--- src/rtl/ram_sync_init.sv ---
// Synchronous single-port RAM with active-low host strobes and a built-in
// clear engine that fills every word with FILL and optionally reads it back.
module ram_sync_init #(
  parameter int                ADDR_W    = 7,
  parameter int                DATA_W    = 16,
  parameter logic [DATA_W-1:0] FILL      = '0,
  parameter bit                VERIFY_EN = 1'b1
) (
  input  logic              clk,
  input  logic              rst,
  input  logic [ADDR_W-1:0] adrs,
  input  logic [DATA_W-1:0] din,
  input  logic              _ce,
  input  logic              _we,
  input  logic              _oe,
  input  logic              clr_req,
  output logic [DATA_W-1:0] dout,
  output logic              rd_vld,
  output logic              host_rej,
  output logic              busy,
  output logic              init_done,
  output logic              err
);

  localparam int DEPTH = 2 ** ADDR_W;

  typedef enum logic [1:0] {IDLE, CLEAR, VERIFY} state_t;

  state_t              state, state_nxt;
  logic [ADDR_W-1:0]   ptr, ptr_nxt;
  logic [DATA_W-1:0]   mem [DEPTH];

  logic                service, host_wr, host_rd, drop, last;
  logic                mem_we, eng_rd, mismatch;
  logic [ADDR_W-1:0]   mem_addr;
  logic [DATA_W-1:0]   mem_wdata;

  // Engine read-back stage: data and its valid, one cycle behind the read
  logic [DATA_W-1:0]   vfy_data_p1;
  logic                vld_p1;
  logic                tail_p1;

  assign service  = (state == IDLE) && !clr_req;
  assign host_wr  = service && !_ce && !_we;
  assign host_rd  = service && !_ce && _we && !_oe;
  assign drop     = !_ce && !service;
  assign last     = (ptr == ADDR_W'(DEPTH - 1));
  assign busy     = (state != IDLE);
  assign mismatch = (state == VERIFY) && vld_p1 && (vfy_data_p1 != FILL);

  always_comb begin
    state_nxt = state;
    ptr_nxt   = ptr;
    mem_we    = 1'b0;
    mem_addr  = adrs;
    mem_wdata = din;
    eng_rd    = 1'b0;
    case (state)
      IDLE: begin
        mem_we = host_wr;
        if (clr_req) begin
          state_nxt = CLEAR;
          ptr_nxt   = '0;
        end
      end
      CLEAR: begin
        mem_we    = 1'b1;
        mem_addr  = ptr;
        mem_wdata = FILL;
        ptr_nxt   = ptr + 1'b1;
        // Terminal test on the pointer value itself, not on wrap-around
        if (last) begin
          ptr_nxt   = '0;
          state_nxt = VERIFY_EN ? VERIFY : IDLE;
        end
      end
      VERIFY: begin
        mem_addr = ptr;
        if (!tail_p1) begin
          eng_rd  = 1'b1;
          ptr_nxt = ptr + 1'b1;
        end else begin
          state_nxt = IDLE;
        end
      end
      default: state_nxt = CLEAR;
    endcase
  end

  // Array storage and engine read port; contents are deliberately not reset
  always_ff @(posedge clk) begin
    if (mem_we) mem[mem_addr] <= mem_wdata;
    if (eng_rd) vfy_data_p1 <= mem[mem_addr];
  end

  always_ff @(posedge clk or posedge rst) begin
    if (rst) begin
      state     <= CLEAR;
      ptr       <= '0;
      vld_p1    <= 1'b0;
      tail_p1   <= 1'b0;
      dout      <= '0;
      rd_vld    <= 1'b0;
      host_rej  <= 1'b0;
      init_done <= 1'b0;
      err       <= 1'b0;
    end else begin
      state     <= state_nxt;
      ptr       <= ptr_nxt;
      vld_p1    <= eng_rd;
      rd_vld    <= host_rd;
      host_rej  <= drop;
      init_done <= (state != IDLE) && (state_nxt == IDLE);
      if (state != VERIFY)
        tail_p1 <= 1'b0;
      else if (eng_rd && last)
        tail_p1 <= 1'b1;
      if (state == IDLE && clr_req)
        err <= 1'b0;
      else if (mismatch)
        err <= 1'b1;
      if (host_rd)
        dout <= mem[mem_addr];
    end
  end

endmodule

--- config.mk ---
export PLATFORM = sky130hd
export DESIGN_NAME = ram_sync_init
export DESIGN_NICKNAME = d
export VERILOG_FILES = /design/src/rtl/ram_sync_init.sv
export SDC_FILE = /design/constraint.sdc
export NUM_CORES = 2
export LEC_CHECK = 0
export ABC_AREA = 1
export BUFFER_PORTS_ARGS = -buffer_cell sky130_fd_sc_hd__clkbuf_2
export CORE_MARGIN = 2
export CORE_UTILIZATION = 40
export CTS_CLUSTER_DIAMETER = 200
export DETAILED_ROUTE_END_ITERATION = 12
export GPL_TIMING_DRIVEN = 0
export SKIP_CTS_REPAIR_TIMING = 1
export SLEW_MARGIN = 20
export SYNTH_ARGS = -nofsm -noshare
export SYNTH_HDL_FRONTEND = slang
export SYNTH_SLANG_ARGS = --single-unit
--- constraint.sdc ---
create_clock -name clk -period 5.71 [get_ports clk]
set_input_delay 1.142 -clock clk [delete_from_list [all_inputs] [get_ports clk]]
set_output_delay 1.142 -clock clk [all_outputs]
set_load 0.005 [all_outputs]
==> metrics.md <==
| Metric | Value |
|---|---|
| Drt wl/cell | 22.2 um |
| # clock sinks | 2095 |
| Max Cap Viol | 0 |
| Slowest stage delay, CP | 1010 ps |
| GRT Overall Usage | 24.2% |
| Reg2Reg Setup Slack | 220 ps |
| Cell count after synthesis | 8859 |
| Die Y | 476 um |
| Main flop type after synthesis | edfxtp_1 |
| Top cells by area, synth | edfxtp_1, nand2_1, nor2_1 |
| Pwr/cell area | 535 nW/um^2 |
| Synth Warn # | 0 |
| CP Launch Type | flop |
| Async set-reset flop share out of synthesis | 1.48% |
| IR Drop Worst-Case VDD | 0.333 mV |
| Setup violators final | 0 |
| CTS tree | done |
| Row Count | 173 |
| Crit path max-delay cell type | nor2_1 |
| Final worst-path cycle share | 96.2% |
| Final GP Congestion | 0.959 |
| Fin cells | 12.5k |
| H-Tree Depth | 4 |
| Max clock buf depth | 3 |
| CP Capture Type | flop |
| Hold Fails Final Rpt | 0 |
| ANT nets after route | 0 |
| Fmax | 182 MHz |
| Post-synthesis net count | 8893 |
| Synth top cells by count | nand2_1, edfxtp_1, nor2_1, buf_2, inv_1 |
| Post-Route Skew | 45.7 ps |
| First-pass GRT wire length | 398000 um |
| Placed insts | 12.1k |
| Post-route setup slack | 220 ps |
| Reg clk slew, reported paths | 60 ps |
| Pre-CTS WS | -16.9 ps |
| Routed WL | 276000 um |
| CP Class | reg2reg |
| Worst-skew pair later-pin latency | 870 ps |
| Syn Std Cell Area | 89000 um^2 |
| 1st-iter DRT viols | 7146 |
| Share of layout cells above drive strength 1 | 10.8% |
| Largest net degree at the start of global routing | 43 |
| Total gr overflow | 0 |
| Yosys top cell area share | 69.6% |
| Vias per inst | 5.02 |
| Synthesis-to-finish area growth | 16.3% |
| HPWL Detailed | 198000 um |
| DIE AREA | 226000 um^2 |
| Core area | 222000 um^2 |
| WHS | 182 ps |
| Synth Register Bits | 2095 |
| Status | finished, final reports clean |
| Tightest Pin Transition | 1240 ps |
| Synth cell types | 30 |
| Clk root buf | clkbuf_16 |
| Vias in the first global route | 58.9k |
| Sequential area share after synthesis | 70.5% |
| Worst-path cell chain | inv_1, ha_1, buf_6, buf_6, nand2_1, o21ai_1, nor2_1, buf_2, buf_1, nand2_1, nor2_2 |
| Slew headroom | 17.1% |
| Synth Area per Inst | 10.0 um^2 |
| DR pass1 iterations | 8 |
| RSZ-0062 raised after global routing | no |
| Count leader, synth | nand2_1 |
| Initial core utilization | 40.2% |
| Via count | 62.6k |
| Required time at the worst-slack endpoint | 6190 ps |
| Max FO, Critical Path | 16 |
| TritonCTS Buffers | 214 |
| Number of enable flip-flop cells after synthesis | 2064 |
| Final-stage net count | 9339 |
| Critical Path AT | 5970 ps |
| Boundary Pins | 50 |
| Chip Width | 476 um |
| Most area-hungry cell type in the Yosys netlist | edfxtp_1 |
| Port bufs | 49 |
| Period minus WS final | 5490 ps |
| Remaining DRCs | 0 |
| Hold Path Class | in2async |
| Max-slew violations | 0 |
| Initial antenna violation count | 13 |
| Fin util | 46.7% |
| Leakage power | 43.4 nW |
==> state kept, by name, summed over array words and instances (netlist names) <==
| register | flops |
|---|---|
| dout | 16 |
| err | 1 |
| host_rej | 1 |
| init_done | 1 |
| mem | 2048 |
| ptr | 7 |
| rd_vld | 1 |
| state | 2 |
| tail_p1 | 1 |
| vfy_data_p1 | 16 |
| vld_p1 | 1 |
==> layout by cell type (no fill, tap or decap), types with 2 or more instances in the layout <==
cell type	n
nand2_1	5747
edfxtp_1	2064
buf_2	230
clkbuf_16	215
nor2_1	194
nor2_2	132
inv_1	124
clkbuf_1	98
buf_4	77
buf_6	74
clkbuf_2	62
nand3_1	59
clkinv_1	54
buf_12	54
buf_1	48
clkinv_2	48
buf_16	36
dfrtp_1	30
buf_8	24
bufinv_16	20
nor2_4	17
diode_2	9
o21ai_1	8
o21ai_0	7
inv_6	6
nand2_2	5
nor3_1	5
nor4_1	5
ha_1	5
clkinvlp_4	5
a21oi_1	4
clkinv_16	4
clkinv_8	3
or2_2	2
nand4_1	2
o22ai_1	2
clkbuf_8	2
==> worst max-delay path: cells and delay by family, from the launching register on <==
kind	cells	cell delay [ps]
and+or+nand+nor	4	2350
AOI/OAI and AO/OA	1	200
adders and majority gates	1	300
DFF	1	560
buffers and inverters	5	1640
==> final timing paths <==
kind / to / cells past startpoint / from
max in group asynchronous: dout[6]$_DFFE_PP0P_ / 3 / rst
worst min-delay path: err$_DFFE_PP0P_ / 2 / rst
min in group clk: host_rej$_DFF_PP0_ / 2 / _ce
worst min register to register: dout[13]$_DFFE_PP0P_ / 2 / dout[13]$_DFFE_PP0P_
worst max-delay path: mem[89][8]$_DFFE_PP_ / 11 / state[0]$_DFF_PP1_
worst max register to register: mem[89][8]$_DFFE_PP_ / 11 / state[0]$_DFF_PP1_
==> report_power, final <==
part	internal (mW)	leakage [nW]	switching (mW)
logic	5.75	20.8	17.1
registers	18.6	19.2	0.147
clock network	7.83	3.36	6.00
total	32.2	43.4	23.3
==> metal layers <==
layer / track usage (%) / vias up / share of wire, %
met5: 0 / - / 0.0033
met4: 10.4 / 2 / 4.6
met3: 4.08 / 468 / 8.2
met2: 38.5 / 2522 / 46
met1: 32.9 / 30200 / 41
li1: - / 29400 / -
==> through the flow <==
step,cell area (um^2),setup TNS [ps],total power [mW]
final,104000,0,55.4
after global routing,103000,0,58.0
after CTS,103000,0,55.3
after detailed placement,96600,-249,41.5
after global placement,93000,-,40.8
after floorplan,89000,0,31.6
==> cell type report <==
class	instances	area [um^2]
Inverter	126	475
Antenna cell	9	22.5
Clock buffer	252	5540
Sequential cell	2095	62800
Fill cell	20300	118000
Timing Repair Buffer	230	3430
Clock inverter	141	1320
Buffer	438	2290
Tap cell	2975	3720
Multi-Input combinational cell	6200	24000
==> cells by family after synthesis <==
| kind of cell | count (synthesis) | share of synthesized area [%] |
|---|---|---|
| compound gates | 25 | 0.156 |
| xor+xnor | 1 | 0.00984 |
| fa+ha+maj | 5 | 0.0703 |
| buf+inv | 564 | 3.09 |
| flops | 2095 | 70.5 |
| simple gates | 6169 | 26.2 |
(Power assumes the default switching activity.)
